[src/rtl/seg7_scan_driver_pkg.sv]
// rtl/seg7_scan_driver_pkg.sv - shared state encoding and segment codes for the 7-segment scan driver
package seg7_pkg;

  typedef enum logic [1:0] {
    S_H = 2'd0,
    S_T = 2'd1,
    S_O = 2'd2
  } state_t;

  // Active-high segment codes, bit order {g,f,e,d,c,b,a}
  localparam logic [6:0] SEG_0    = 7'h3F;
  localparam logic [6:0] SEG_1    = 7'h06;
  localparam logic [6:0] SEG_2    = 7'h5B;
  localparam logic [6:0] SEG_3    = 7'h4F;
  localparam logic [6:0] SEG_4    = 7'h66;
  localparam logic [6:0] SEG_5    = 7'h6D;
  localparam logic [6:0] SEG_6    = 7'h7D;
  localparam logic [6:0] SEG_7    = 7'h07;
  localparam logic [6:0] SEG_8    = 7'h7F;
  localparam logic [6:0] SEG_9    = 7'h6F;
  localparam logic [6:0] SEG_DASH = 7'h40;
  localparam logic [6:0] SEG_OFF  = 7'h00;

endpackage

[src/rtl/seg7_scan_driver_if.sv]
// rtl/seg7_scan_driver_if.sv - digit inputs and display outputs of the scan driver
interface seg7_scan_driver_if;
  import seg7_pkg::*;

  logic       enable;
  logic [3:0] hundreds;
  logic [3:0] tens;
  logic [3:0] ones;
  logic       blank_lz;
  logic [6:0] seg;
  logic [2:0] an;
  logic       frame_done;

  modport master (
    output enable, hundreds, tens, ones, blank_lz,
    input  seg, an, frame_done
  );

  modport slave (
    input  enable, hundreds, tens, ones, blank_lz,
    output seg, an, frame_done
  );

endinterface

[src/rtl/seg7_scan_driver_decoder.sv]
// rtl/seg7_scan_driver_decoder.sv - BCD nibble to active-high 7-segment lookup
module seg7_decoder
  import seg7_pkg::*;
(
  input  logic [3:0] digit,
  output logic [6:0] seg
);

  always_comb begin
    seg = SEG_DASH;
    case (digit)
      4'd0:    seg = SEG_0;
      4'd1:    seg = SEG_1;
      4'd2:    seg = SEG_2;
      4'd3:    seg = SEG_3;
      4'd4:    seg = SEG_4;
      4'd5:    seg = SEG_5;
      4'd6:    seg = SEG_6;
      4'd7:    seg = SEG_7;
      4'd8:    seg = SEG_8;
      4'd9:    seg = SEG_9;
      default: seg = SEG_DASH;
    endcase
  end

endmodule

[src/rtl/seg7_scan_driver.sv]
// rtl/seg7_scan_driver.sv - 3-digit multiplexed 7-segment driver with per-frame snapshot and blanking
module seg7_scan_driver
  import seg7_pkg::*;
#(
  parameter int CLK_DIV      = 50000,
  parameter int BLANK_CYCLES = 2,
  parameter int COMMON_ANODE = 1
) (
  input  logic               clock,
  input  logic               reset_n,
  seg7_scan_driver_if.slave  bus
);

  localparam int               CNT_W   = (CLK_DIV > 1) ? $clog2(CLK_DIV) : 1;
  localparam logic [CNT_W-1:0] CNT_MAX = CNT_W'(CLK_DIV - 1);
  localparam logic [CNT_W-1:0] BLANK_N = CNT_W'(BLANK_CYCLES);
  localparam logic             POL     = (COMMON_ANODE != 0);

  logic [CNT_W-1:0] cnt;
  state_t           state;
  logic [3:0]       snap_h, snap_t, snap_o;
  logic             snap_lz;

  logic             tick, take, dark, cur_lz;
  logic [3:0]       cur_h, cur_t, cur_o, digit;
  logic [2:0]       an_raw;
  logic [6:0]       dec_seg, seg_raw;

  seg7_decoder u_decoder (
    .digit (digit),
    .seg   (dec_seg)
  );

  // On the snapshot cycle the live inputs are used so the first slot never shows stale digits.
  always_comb begin
    tick   = (cnt == CNT_MAX);
    take   = (state == S_H) && (cnt == '0);
    cur_h  = take ? bus.hundreds : snap_h;
    cur_t  = take ? bus.tens     : snap_t;
    cur_o  = take ? bus.ones     : snap_o;
    cur_lz = take ? bus.blank_lz : snap_lz;
    digit  = cur_o;
    an_raw = 3'b001;
    dark   = 1'b0;
    case (state)
      S_H: begin
        digit  = cur_h;
        an_raw = 3'b100;
        dark   = cur_lz && (cur_h == 4'd0);
      end
      S_T: begin
        digit  = cur_t;
        an_raw = 3'b010;
        dark   = cur_lz && (cur_h == 4'd0) && (cur_t == 4'd0);
      end
      S_O: begin
        digit  = cur_o;
        an_raw = 3'b001;
      end
      default: begin
        an_raw = 3'b000;
        dark   = 1'b1;
      end
    endcase
    seg_raw = dec_seg;
    if ((cnt < BLANK_N) || dark) begin
      an_raw  = 3'b000;
      seg_raw = SEG_OFF;
    end
  end

  always_ff @(posedge clock or negedge reset_n) begin
    if (!reset_n) begin
      cnt            <= '0;
      state          <= S_H;
      snap_h         <= 4'd0;
      snap_t         <= 4'd0;
      snap_o         <= 4'd0;
      snap_lz        <= 1'b0;
      bus.seg        <= {7{POL}};
      bus.an         <= {3{POL}};
      bus.frame_done <= 1'b0;
    end else if (!bus.enable) begin
      cnt            <= '0;
      state          <= S_H;
      bus.seg        <= {7{POL}};
      bus.an         <= {3{POL}};
      bus.frame_done <= 1'b0;
    end else begin
      cnt <= tick ? '0 : cnt + 1'b1;
      case (state)
        S_H:     if (tick) state <= S_T;
        S_T:     if (tick) state <= S_O;
        S_O:     if (tick) state <= S_H;
        default: state <= S_H;
      endcase
      if (take) begin
        snap_h  <= bus.hundreds;
        snap_t  <= bus.tens;
        snap_o  <= bus.ones;
        snap_lz <= bus.blank_lz;
      end
      bus.seg        <= seg_raw ^ {7{POL}};
      bus.an         <= an_raw ^ {3{POL}};
      bus.frame_done <= (state == S_O) && tick;
    end
  end

endmodule

[src/flat_wrapper.sv]
// flat-port wrapper written by rule: the top's interface ports become plain ports
module seg7_scan_driver_flat import seg7_pkg::*;
#(
  parameter int CLK_DIV      = 50000,
  parameter int BLANK_CYCLES = 2,
  parameter int COMMON_ANODE = 1
)
  (clock, reset_n, bus_enable, bus_hundreds, bus_tens, bus_ones, bus_blank_lz, bus_seg, bus_an, bus_frame_done);
  seg7_scan_driver_if bus_i ();
  input  logic clock;
  input  logic reset_n;
  input wire logic [$bits(bus_i.enable)-1:0] bus_enable;
  input wire logic [$bits(bus_i.hundreds)-1:0] bus_hundreds;
  input wire logic [$bits(bus_i.tens)-1:0] bus_tens;
  input wire logic [$bits(bus_i.ones)-1:0] bus_ones;
  input wire logic [$bits(bus_i.blank_lz)-1:0] bus_blank_lz;
  output wire logic [$bits(bus_i.seg)-1:0] bus_seg;
  output wire logic [$bits(bus_i.an)-1:0] bus_an;
  output wire logic [$bits(bus_i.frame_done)-1:0] bus_frame_done;
  assign bus_i.enable = bus_enable;
  assign bus_i.hundreds = bus_hundreds;
  assign bus_i.tens = bus_tens;
  assign bus_i.ones = bus_ones;
  assign bus_i.blank_lz = bus_blank_lz;
  assign bus_seg = bus_i.seg;
  assign bus_an = bus_i.an;
  assign bus_frame_done = bus_i.frame_done;
  seg7_scan_driver #(.CLK_DIV(CLK_DIV), .BLANK_CYCLES(BLANK_CYCLES), .COMMON_ANODE(COMMON_ANODE)) u_core (.clock(clock), .reset_n(reset_n), .bus(bus_i));
endmodule
[config.mk]
export PLATFORM = sky130hd
export DESIGN_NAME = seg7_scan_driver_flat
export DESIGN_NICKNAME = d
export VERILOG_FILES = /design/src/rtl/seg7_scan_driver_pkg.sv /design/src/rtl/seg7_scan_driver_if.sv /design/src/rtl/seg7_scan_driver_decoder.sv /design/src/rtl/seg7_scan_driver.sv /design/src/flat_wrapper.sv
export SDC_FILE = /design/constraint.sdc
export NUM_CORES = 1
export LEC_CHECK = 0
export ABC_CLOCK_PERIOD_IN_PS = 6700
export BUFFER_PORTS_ARGS = -buffer_cell sky130_fd_sc_hd__buf_2
export CORE_ASPECT_RATIO = 0.8
export CORE_MARGIN = 2
export CORE_UTILIZATION = 35
export CTS_CLUSTER_DIAMETER = 120
export DETAILED_ROUTE_END_ITERATION = 16
export HOLD_SLACK_MARGIN = 0.08
export RECOVER_POWER = 50
export SETUP_SLACK_MARGIN = 0.5
export SYNTH_ARGS = -nofsm -noshare
export SYNTH_HDL_FRONTEND = slang
export SYNTH_HIERARCHICAL = 1
export SYNTH_SLANG_ARGS = --single-unit
[constraint.sdc]
create_clock -name clock -period 6.7 [get_ports clock]
set_input_delay 1.34 -clock clock [delete_from_list [all_inputs] [get_ports clock]]
set_output_delay 1.34 -clock clock [all_outputs]
set_load 0.05 [all_outputs]
==> impl_metrics.json, run 1 <==
{
  "yosysSeqAreaShare": 0.4531,
  "grt_pass1_vias": 1622,
  "top_layer": "met4",
  "ir_drop_mv": 0.1315,
  "hold_path_class": "reg -> reg",
  "crit_fanout": 13,
  "drt-met1-wl_mm": 2.585,
  "layout-drive-gt1-share": 0.2441,
  "viasPerCell": 5.317,
  "fmax_ghz": 0.2814,
  "die-area_um2": 7382,
  "clkSinkCount": 42,
  "ys_dominant_reg_cell": "dfrtp_1",
  "worst_path_max_delay_cell": "nor3_1",
  "syn-cell-area_um2": 2347,
  "min_period_ns": 3.554,
  "fill_cells": 665,
  "die-width_um": 95.56,
  "synth-edff-count": 0,
  "path_cells": "or4_4 > nor4_4 > a21oi_1 > nor3_1 > inv_1 > ha_1 > mux2_4 > o22ai_1 > o211ai_1",
  "cp.arrival_ns": 3.73,
  "dpl-instance-area_um2": 2529,
  "grt_usage": 0.1416,
  "final_cell_count_no_fill": 338,
  "diodes": 0,
  "coreArea_um2": 6441,
  "grt_pass1_wl_mm": 8.224,
  "rows": 26,
  "postCtsSetupBuffers": 0,
  "hold_buffers": 0,
  "antenna_found_initial": 0,
  "numCtsBuffers": 5,
  "finalHoldViolCount": 0,
  "avgSynthCellArea_um2": 10.25,
  "clk_latency_ns": 0.29,
  "tns_ns": 0,
  "finalCritPeriodShare": 0.5305,
  "detail_route.wl_per_cell_um": 14.22,
  "max_stage_delay_ns": 0.71,
  "area_growth_pct": 11.14,
  "powerDensity_nw_per_um2": 231.8,
  "cts_tree": "built",
  "fin_skew_ns": 0.004300,
  "rsz0062_at_grt": "no",
  "layout_commonest_cell": "dfrtp_1",
  "grt_max_degree": 43,
  "vias": 1797,
  "synth_async_sr_flop_share": 1.000,
  "endpoint_kind": "flop",
  "cts-resized-gates": 0,
  "initial_core_util": 0.3644,
  "critPathRequiredTime_ns": 6.87,
  "slew_viol_final": 43,
  "clkSlewWorstSetupHoldPaths_ns": 0.08,
  "outcome": "complete, but fails checks",
  "io_buffers": 26,
  "ctsHtreeMaxLevel": 2,
  "ys_seq_elements": 42,
  "total_power_uw": 604.8,
  "dr_wl_met3_um": 268,
  "wl_mm": 4.808,
  "slew-limit-headroom": -0.4775,
  "startpoint_type": "flop",
  "synth_cell_types": 51,
  "yosysWarnings": 6,
  "finalSetupViolCount": 0,
  "cts_root_buf": "clkbuf_8",
  "leakage_uw": 0.001112,
  "final_cell_area_um2": 2609,
  "crit_type": "reg -> reg",
  "tightest_slew_ns": 2.216,
  "syn-instance-count": 229,
  "firstDrtPassIters": 4,
  "overflow": 0,
  "final_nets": 277,
  "ios": 27,
  "whs_ns": 0.4753,
  "drtIter0Drc": 146,
  "wl_met2_mm": 1.928,
  "dpl.hpwl_mm": 3.476,
  "die_height_um": 77.25,
  "synth_nets": 253,
  "dp.cells": 330,
  "drt.antenna.violating_nets": 0,
  "clk_path_buf_depth": 2,
  "drc": 0,
  "failed_checks": "capacitance limit, slew limit",
  "final_cell_mix": "dfrtp_1, buf_2, nor2_1",
  "gp_congestion": 0.8170,
  "cap_violations": 1
}
==> cells by family after synthesis <==
logic type                 after synthesis  synth area share
DFF                                     42            0.4531
adders and majority gates                8           0.04265
buffers and inverters                   23           0.04691
and+or+nand+nor                         78            0.2004
xor gates and xnor gates                10           0.03732
AOI/OAI and AO/OA                       53            0.1466
muxes                                   15           0.07303
==> registers in the layout, indices dropped and copies added (netlist names) <==
register	flops
u_core/bus.frame_done	1
u_core/bus.seg	7
u_core/cnt	16
u_core/snap_lz	1
u_core/snap_h	4
u_core/snap_t	4
u_core/bus.an	3
u_core/state	2
u_core/snap_o	4
==> routing by layer <==
metal / vias up / GRT usage
li1: 880 / -
met3: 2 / 0.03045
met2: 52 / 0.1888
met4: 0 / 0.04286
met1: 863 / 0.2248
met5: - / 0
==> stage by stage <==
stage | setup slack [ns] | utilization
finish | 3.146 | 0.4050
global route | 2.882 | 0.4050
CTS | 3.169 | 0.4068
detailed placement | 3.175 | 0.3926
global placement | 3.298 | 0.3926
floorplan | 3.628 | -
==> power by group <==
group          total, uW  leakage, uW  switching [uW]  internal [uW]
Clock                166    0.0000482            83.1           83.2
Combinational        139     0.000543            79.6           59.8
Sequential           299     0.000520            19.0            280
Total                605      0.00111             182            423
==> Yosys cell counts, drive strengths merged, types with 2 or more instances <==
cell type | n | area, um2
dfrtp | 32 | 800.8
nor2 | 16 | 60.06
a21oi | 15 | 75.07
mux2 | 14 | 161.4
inv | 13 | 48.80
nand2 | 11 | 41.29
dfstp | 10 | 262.8
nand3 | 9 | 50.05
xor2 | 9 | 78.83
ha | 8 | 100.1
o21ai | 8 | 43.79
o211ai | 7 | 52.55
or4 | 6 | 56.30
buf | 5 | 42.53
clkbuf | 5 | 18.77
nand4 | 5 | 31.28
o22ai | 5 | 31.28
or3 | 5 | 31.28
a211oi | 4 | 30.03
nand2b | 4 | 25.02
a21boi | 3 | 22.52
and2 | 3 | 18.77
nor3 | 3 | 15.01
o31ai | 3 | 22.52
a211o | 2 | 17.52
a21o | 2 | 15.01
and4 | 2 | 17.52
and4b | 2 | 20.02
nor3b | 2 | 15.01
nor4 | 2 | 27.53
or2 | 2 | 12.52
or4b | 2 | 20.02
==> final timing paths <==
| check | startpoint | to | slack [ns] | cells after the start |
|---|---|---|---|---|
| setup / recovery | u_core/cnt[6]$_DFF_PN0_ | u_core/bus.seg[3]$_DFF_PN1_ | 3.15 | 9 |
| hold / removal | u_core/cnt[0]$_DFF_PN0_ | u_core/cnt[0]$_DFF_PN0_ | 0.48 | 1 |
| setup reg to reg | u_core/cnt[6]$_DFF_PN0_ | u_core/bus.seg[3]$_DFF_PN1_ | 3.15 | 9 |
| hold reg to reg | u_core/cnt[0]$_DFF_PN0_ | u_core/cnt[0]$_DFF_PN0_ | 0.48 | 1 |
| max in group asynchronous | reset_n | u_core/state[0]$_DFFE_PN0P_ | 3.73 | 1 |
| min in group asynchronous | reset_n | u_core/cnt[11]$_DFF_PN0_ | 1.70 | 1 |
==> worst max-delay path, delay by kind of cell (launching register included) <==
family	cells	cell delay, ns
AOI/OAI and AO/OA	3	0.41
adders and majority gates	1	0.23
buffers and inverters	1	0.19
DFF	1	0.43
muxes	1	0.27
and+or+nand+nor	3	1.91
==> layout make-up <==
type                            instances  area, um2  share of cell area
Clock buffer                            7      86.33             0.03309
Sequential cell                        42       1064              0.4077
Timing Repair Buffer                   27      133.9             0.05132
Tap cell                               84      105.1             0.04029
Inverter                               13      48.80             0.01871
Clock inverter                          1      5.005            0.001918
Multi-Input combinational cell        164       1166              0.4470
No activity file was read; power rests on OpenSTA's default activity.
==> run 2: changes to the inputs <==
--- a/config.mk
+++ b/config.mk
@@ -5,7 +5,8 @@
 export SDC_FILE = /design/constraint.sdc
 export NUM_CORES = 1
 export LEC_CHECK = 0
-export ABC_CLOCK_PERIOD_IN_PS = 6700
+export ABC_AREA = 1
+export ABC_CLOCK_PERIOD_IN_PS = 3650
 export BUFFER_PORTS_ARGS = -buffer_cell sky130_fd_sc_hd__buf_2
 export CORE_ASPECT_RATIO = 0.8
 export CORE_MARGIN = 2
==> constraint.sdc (replaced) <==
create_clock -name clock -period 3.65 [get_ports clock]
set_input_delay 0.73 -clock clock [delete_from_list [all_inputs] [get_ports clock]]
set_output_delay 0.73 -clock clock [all_outputs]
set_load 0.05 [all_outputs]
==> impl_metrics.json, run 2 <==
{
  "postCtsSetupBuffers": 0,
  "wl_mm": 5.286,
  "endpoint_kind": "flop",
  "grt_pass1_wl_mm": 8.707,
  "synth_nets": 321,
  "synth.most_common_cell": "nand2_1",
  "tns_ns": 0,
  "drt.antenna.violating_nets": 0,
  "intPower_uw": 743.8,
  "diodes": 0,
  "max_stage_delay_ns": 0.47,
  "synth_async_sr_flop_share": 1.000,
  "top_register": "u_core/cnt",
  "slew_viol_final": 43,
  "ys_seq_elements": 42,
  "startpoint_type": "flop",
  "numCtsBuffers": 5,
  "clkSinkCount": 42,
  "syn-cell-area_um2": 2394,
  "worst_path_max_delay_cell": "dfrtp_1",
  "ir_drop_mv": 0.1512,
  "die_height_um": 77.97,
  "hold_buffers": 0,
  "drc": 0,
  "seqPwrFrac": 0.468,
  "dpl-instance-area_um2": 2603,
  "tightest_slew_ns": 2.265,
  "layout_commonest_cell": "nand2_1",
  "synth_cell_types": 31,
  "hold_path_class": "reg -> reg",
  "pwr-share-clk": 0.284,
  "layout-drive-gt1-share": 0.2049,
  "synth-edff-count": 0,
  "rows": 26,
  "fmax_ghz": 0.3584,
  "grt_max_degree": 43,
  "syn-instance-count": 297,
  "avgSynthCellArea_um2": 8.059,
  "crit_top_cell": "nand2_1",
  "grt_pass1_vias": 1758,
  "initial_core_util": 0.3679,
  "die-area_um2": 7520,
  "final_cell_mix": "nand2_1, inv_1, nor2_1, dfrtp_1, buf_2",
  "critPathRequiredTime_ns": 3.85,
  "clk_latency_ns": 0.29,
  "synth_common_cells": "nand2_1, inv_1, dfrtp_1",
  "largest_register_ffs": 16,
  "yosys.area.top_type": "dfrtp_1",
  "powerDensity_nw_per_um2": 416.7,
  "detail_route.wl_per_cell_um": 12.86,
  "io_buffers": 26,
  "yosysSeqAreaShare": 0.4443,
  "gp_congestion": 0.8393,
  "slew-limit-headroom": -0.5103,
  "die-width_um": 96.46,
  "crit_type": "reg -> reg",
  "cap_violations": 1,
  "vias": 1978,
  "cts_tree": "built",
  "yosys-top-cells-area": "dfrtp_1, nand2_1, dfstp_2, inv_1, nand3_1",
  "leakage_uw": 0.001278,
  "cts-resized-gates": 0,
  "overflow": 0,
  "path_cells": "nor2_1 > nand2_1 > nor2_1 > nand3_1 > nand2_1 > inv_1 > o221ai_1 > inv_1 > ha_1 > nand2_1 > nand2_1 > nand2_1 > nand2_1 > nand3_1",
  "finalHoldViolCount": 0,
  "cts_root_buf": "clkbuf_8",
  "top_regs": "u_core/cnt x16, u_core/bus.seg x7",
  "grt_usage": 0.1509,
  "synth_top_cell_area_share": 0.3346,
  "area_growth_pct": 11.71,
  "yosysWarnings": 6,
  "final_cell_area_um2": 2674,
  "viasPerCell": 4.813,
  "cp.arrival_ns": 2.99,
  "min_period_ns": 2.790,
  "ys_dominant_reg_cell": "dfrtp_1",
  "clkSlewWorstSetupHoldPaths_ns": 0.09,
  "swShare": 0.3324,
  "finalCritPeriodShare": 0.7644,
  "rsz0062_at_grt": "no",
  "antenna_found_initial": 0,
  "total_power_uw": 1114,
  "ctsHtreeMaxLevel": 2,
  "dpl.hpwl_mm": 3.919,
  "final_nets": 350,
  "outcome": "complete, but fails checks",
  "finalSetupViolCount": 0,
  "clk_path_buf_depth": 2,
  "ios": 27,
  "coreArea_um2": 6506,
  "p_sw_uw": 370.3,
  "firstDrtPassIters": 4,
  "drtIter0Drc": 149,
  "crit_fanout": 8,
  "failed_checks": "capacitance limit, slew limit",
  "p_comb_frac": 0.248,
  "fin_skew_ns": 0.009626
}
run 2: stage by stage:
stage | hold slack (ns) | worst slack [ns] | std cells | util
3_5_place_dp | 0.4780 | 1.141 | 403 | 0.4000
6_report | 0.4935 | 0.8600 | 411 | 0.4110
2_1_floorplan | 0.4344 | 1.411 | 297 | -
4_1_cts | 0.4976 | 1.138 | 411 | 0.4140
3_3_place_gp | 0.4689 | 1.233 | 403 | 0.4000
5_1_grt | 0.5262 | 0.5579 | 411 | 0.4110
run 2: kinds of logic (layout without fill, tap and decap cells):
family	Yosys count	in the layout	share of synthesized area
AOI/OAI and AO/OA	46	46	0.1171
and+or+nand+nor	156	156	0.3199
adders and majority gates	8	8	0.04182
DFF	42	42	0.4443
buffers and inverters	45	75	0.07684
run 2: power by group through the flow:
stage / clock (uW) / combinational, uW / sequential [uW]
floorplan: 0 / 186 / 556
global placement: 0 / 276 / 530
detailed placement: 0 / 279 / 531
CTS: 330 / 280 / 522
global route: 352 / 314 / 527
finish: 316 / 276 / 522
run 2: final cells by class:
type,instances,area (um2)
fillers,665,3832
multi-input cells,210,1129
flip-flops and latches,42,1064
inverters,40,150.1
repair buffers,27,135.1
well taps,84,105.1
clock buffers,7,86.33
clock inverters,1,5.005
run 2: metal layers:
layer | vias to the layer above | GRT usage | wire, um
met3 | 2 | 0.03010 | 223
li1 | 1007 | - | -
met4 | 0 | 0.04225 | 36
met1 | 928 | 0.2334 | 2770
met5 | - | 0 | 0
met2 | 41 | 0.2104 | 2256
run 2: worst max-delay path, delay by kind of cell, from the launching register on:
| family | cells | cell delay (ns) |
|---|---|---|
| AND/OR/NAND/NOR | 10 | 1.34 |
| flip-flops | 1 | 0.47 |
| AO/OA/AOI/OAI | 1 | 0.31 |
| adder cells (fa/ha/maj) | 1 | 0.31 |
| buffers and inverters | 2 | 0.27 |
run 2: worst paths after layout:
check	startpoint	cells past startpoint	slack, ns	endpoint
setup / recovery	u_core/state[1]$_DFFE_PN0P_	14	0.86	u_core/bus.seg[3]$_DFF_PN1_
hold / removal	u_core/snap_t[0]$_DFFE_PN0P_	2	0.49	u_core/snap_t[0]$_DFFE_PN0P_
setup reg to reg	u_core/state[1]$_DFFE_PN0P_	14	0.86	u_core/bus.seg[3]$_DFF_PN1_
hold reg to reg	u_core/snap_t[0]$_DFFE_PN0P_	2	0.49	u_core/snap_t[0]$_DFFE_PN0P_
max in group asynchronous	reset_n	1	1.25	u_core/snap_h[2]$_DFFE_PN0P_
min in group asynchronous	reset_n	1	1.10	u_core/cnt[10]$_DFF_PN0_
==> run 3: changes to the inputs <==
--- a/config.mk
+++ b/config.mk
@@ -6,7 +6,7 @@
 export NUM_CORES = 1
 export LEC_CHECK = 0
 export ABC_AREA = 1
-export ABC_CLOCK_PERIOD_IN_PS = 3650
+export ABC_CLOCK_PERIOD_IN_PS = 2800
 export BUFFER_PORTS_ARGS = -buffer_cell sky130_fd_sc_hd__buf_2
 export CORE_ASPECT_RATIO = 0.8
 export CORE_MARGIN = 2
==> constraint.sdc (replaced) <==
create_clock -name clock -period 2.8 [get_ports clock]
set_input_delay 0.56 -clock clock [delete_from_list [all_inputs] [get_ports clock]]
set_output_delay 0.56 -clock clock [all_outputs]
set_load 0.05 [all_outputs]
==> impl_metrics.json, run 3 (same netlist as run 2, synthesis figures left out) <==
{
  "outcome": "completed",
  "powerDensity_nw_per_um2": 535.4,
  "diodes": 0,
  "top_register": "u_core/cnt",
  "slew-limit-headroom": 0.3817,
  "crit_fanout": 6,
  "hold_buffers": 0,
  "startpoint_type": "flop",
  "top_regs": "u_core/cnt x16, u_core/bus.seg x7",
  "cts_tree": "built",
  "die_height_um": 77.97,
  "finalCritPeriodShare": 0.8399,
  "grt_pass1_wl_mm": 8.473,
  "gp_congestion": 0.8364,
  "layout-drive-gt1-share": 0.3391,
  "hold_path_class": "in -> async",
  "endpoint_kind": "flop",
  "crit_top_cell": "nand2_1",
  "dpl.hpwl_mm": 3.824,
  "initial_core_util": 0.3679,
  "clk_latency_ns": 0.30,
  "die-area_um2": 7520,
  "viasPerCell": 4.727,
  "io_buffers": 26,
  "tns_ns": 0,
  "layout_commonest_cell": "nand2_1",
  "tightest_slew_ns": 0.9274,
  "fmax_ghz": 0.4252,
  "cts_root_buf": "clkbuf_8",
  "firstDrtPassIters": 4,
  "path_cells": "nor2_2 > nand3_2 > nor2_1 > nand2_2 > nand2_1 > nand2_1 > inv_2 > o221ai_2 > buf_4 > ha_1 > inv_1 > nand2_1 > nand2_1 > nand2_1 > nand2_1 > nand3_1",
  "clkSlewWorstSetupHoldPaths_ns": 0.09,
  "max_stage_delay_ns": 0.43,
  "worst_path_max_delay_cell": "dfrtp_1",
  "ctsHtreeMaxLevel": 2,
  "final_cell_area_um2": 3017,
  "final_cell_mix": "nand2_1, inv_1, dfrtp_1",
  "overflow": 0,
  "grt_max_degree": 43,
  "coreArea_um2": 6506,
  "min_period_ns": 2.352,
  "largest_register_ffs": 16,
  "path_buf_inv": 3,
  "grt_usage": 0.1485,
  "drt.antenna.violating_nets": 0,
  "rows": 26,
  "rsz0062_at_grt": "no",
  "cap_violations": 0,
  "detail_route.wl_per_cell_um": 12.93,
  "ios": 27,
  "grt_pass1_vias": 1755,
  "cp.arrival_ns": 2.58,
  "fin_skew_ns": 0.008780,
  "numCtsBuffers": 5,
  "ir_drop_mv": 0.2199,
  "drtIter0Drc": 95,
  "die-width_um": 96.46,
  "dpl-instance-area_um2": 2610,
  "area_growth_pct": 26.03,
  "drc": 0,
  "crit_type": "reg -> reg",
  "clkSinkCount": 42,
  "critPathTopFamily": "simple AND/OR/NAND/NOR gates",
  "leakage_uw": 0.001416,
  "finalSetupViolCount": 0,
  "clk_path_buf_depth": 2,
  "finalHoldViolCount": 0,
  "final_nets": 371,
  "antenna_found_initial": 0,
  "critPathRequiredTime_ns": 3.02,
  "slew_viol_final": 0,
  "vias": 2042,
  "wl_mm": 5.584,
  "fill_cells": 629
}
==> run 3: through the flow <==
| stage | cells | power, uW | util | hold WS (ns) | worst slack [ns] |
|---|---|---|---|---|---|
| floorplan | 297 | 966.9 | - | 0.2644 | 0.5613 |
| global placement | 404 | 1053 | 0.4012 | 0.4692 | 0.4081 |
| CTS | 414 | 1561 | 0.4231 | 0.4290 | 0.5200 |
| global route | 432 | 1707 | 0.4637 | 0.4672 | 0.2763 |
| finish | 432 | 1615 | 0.4637 | 0.3900 | 0.4483 |
| detailed placement | 404 | 1056 | 0.4012 | 0.4729 | 0.3010 |
==> run 3: cell type report <==
cell class | count | area, um2 | area share
Inverter | 40 | 150.1 | 0.04977
Multi-Input combinational cell | 211 | 1299 | 0.4305
Timing Repair Buffer | 47 | 282.8 | 0.09374
Sequential cell | 42 | 1070 | 0.3546
Clock inverter | 2 | 37.54 | 0.01244
Clock buffer | 6 | 72.57 | 0.02406
Tap cell | 84 | 105.1 | 0.03484
==> run 3: worst paths after layout <==
kind	start	to	slack (ns)	cells past startpoint
worst min register to register	u_core/snap_h[2]$_DFFE_PN0P_	u_core/snap_h[2]$_DFFE_PN0P_	0.49	2
worst min-delay path	reset_n	u_core/cnt[9]$_DFF_PN0_	0.39	1
min in group clock	u_core/snap_h[2]$_DFFE_PN0P_	u_core/snap_h[2]$_DFFE_PN0P_	0.49	2
worst max-delay path	u_core/cnt[11]$_DFF_PN0_	u_core/bus.seg[5]$_DFF_PN1_	0.45	16
worst max register to register	u_core/cnt[11]$_DFF_PN0_	u_core/bus.seg[5]$_DFF_PN1_	0.45	16
max in group asynchronous	reset_n	u_core/cnt[14]$_DFF_PN0_	1.78	1
==> run 3: power by group <==
| part | internal, uW | leakage (uW) | switching [uW] |
|---|---|---|---|
| Sequential | 660 | 0.000517 | 20.2 |
| Combinational | 163 | 0.000848 | 286 |
| Clock | 266 | 0.0000514 | 219 |
==> run 3: metal layers <==
metal / share of wire / track usage / up-vias
li1: - / - / 1054
met4: 0.016 / 0.05493 / 0
met2: 0.43 / 0.1979 / 40
met1: 0.50 / 0.2325 / 940
met3: 0.054 / 0.02913 / 8
met5: 0 / 0 / -
==> run 3: what timing repair did <==
item                       4_1_cts  5_1_grt
setup endpoints to repair        5        6
buffers inserted                 2       17
resized for setup                6       35
pin swaps                        2       13
gates cloned                     0        1
==> run 3: worst reg2reg max path: stages (launching register included) <==
cell and delay (ns):
dfrtp_1 0.43, nor2_2 0.16, nand3_2 0.11, nor2_1 0.38, nand2_2 0.15, nand2_1 0.09
nand2_1 0.08, inv_2 0.08, o221ai_2 0.10, buf_4 0.16, ha_1 0.18, inv_1 0.05
nand2_1 0.06, nand2_1 0.08, nand2_1 0.05, nand2_1 0.06, nand3_1 0.07
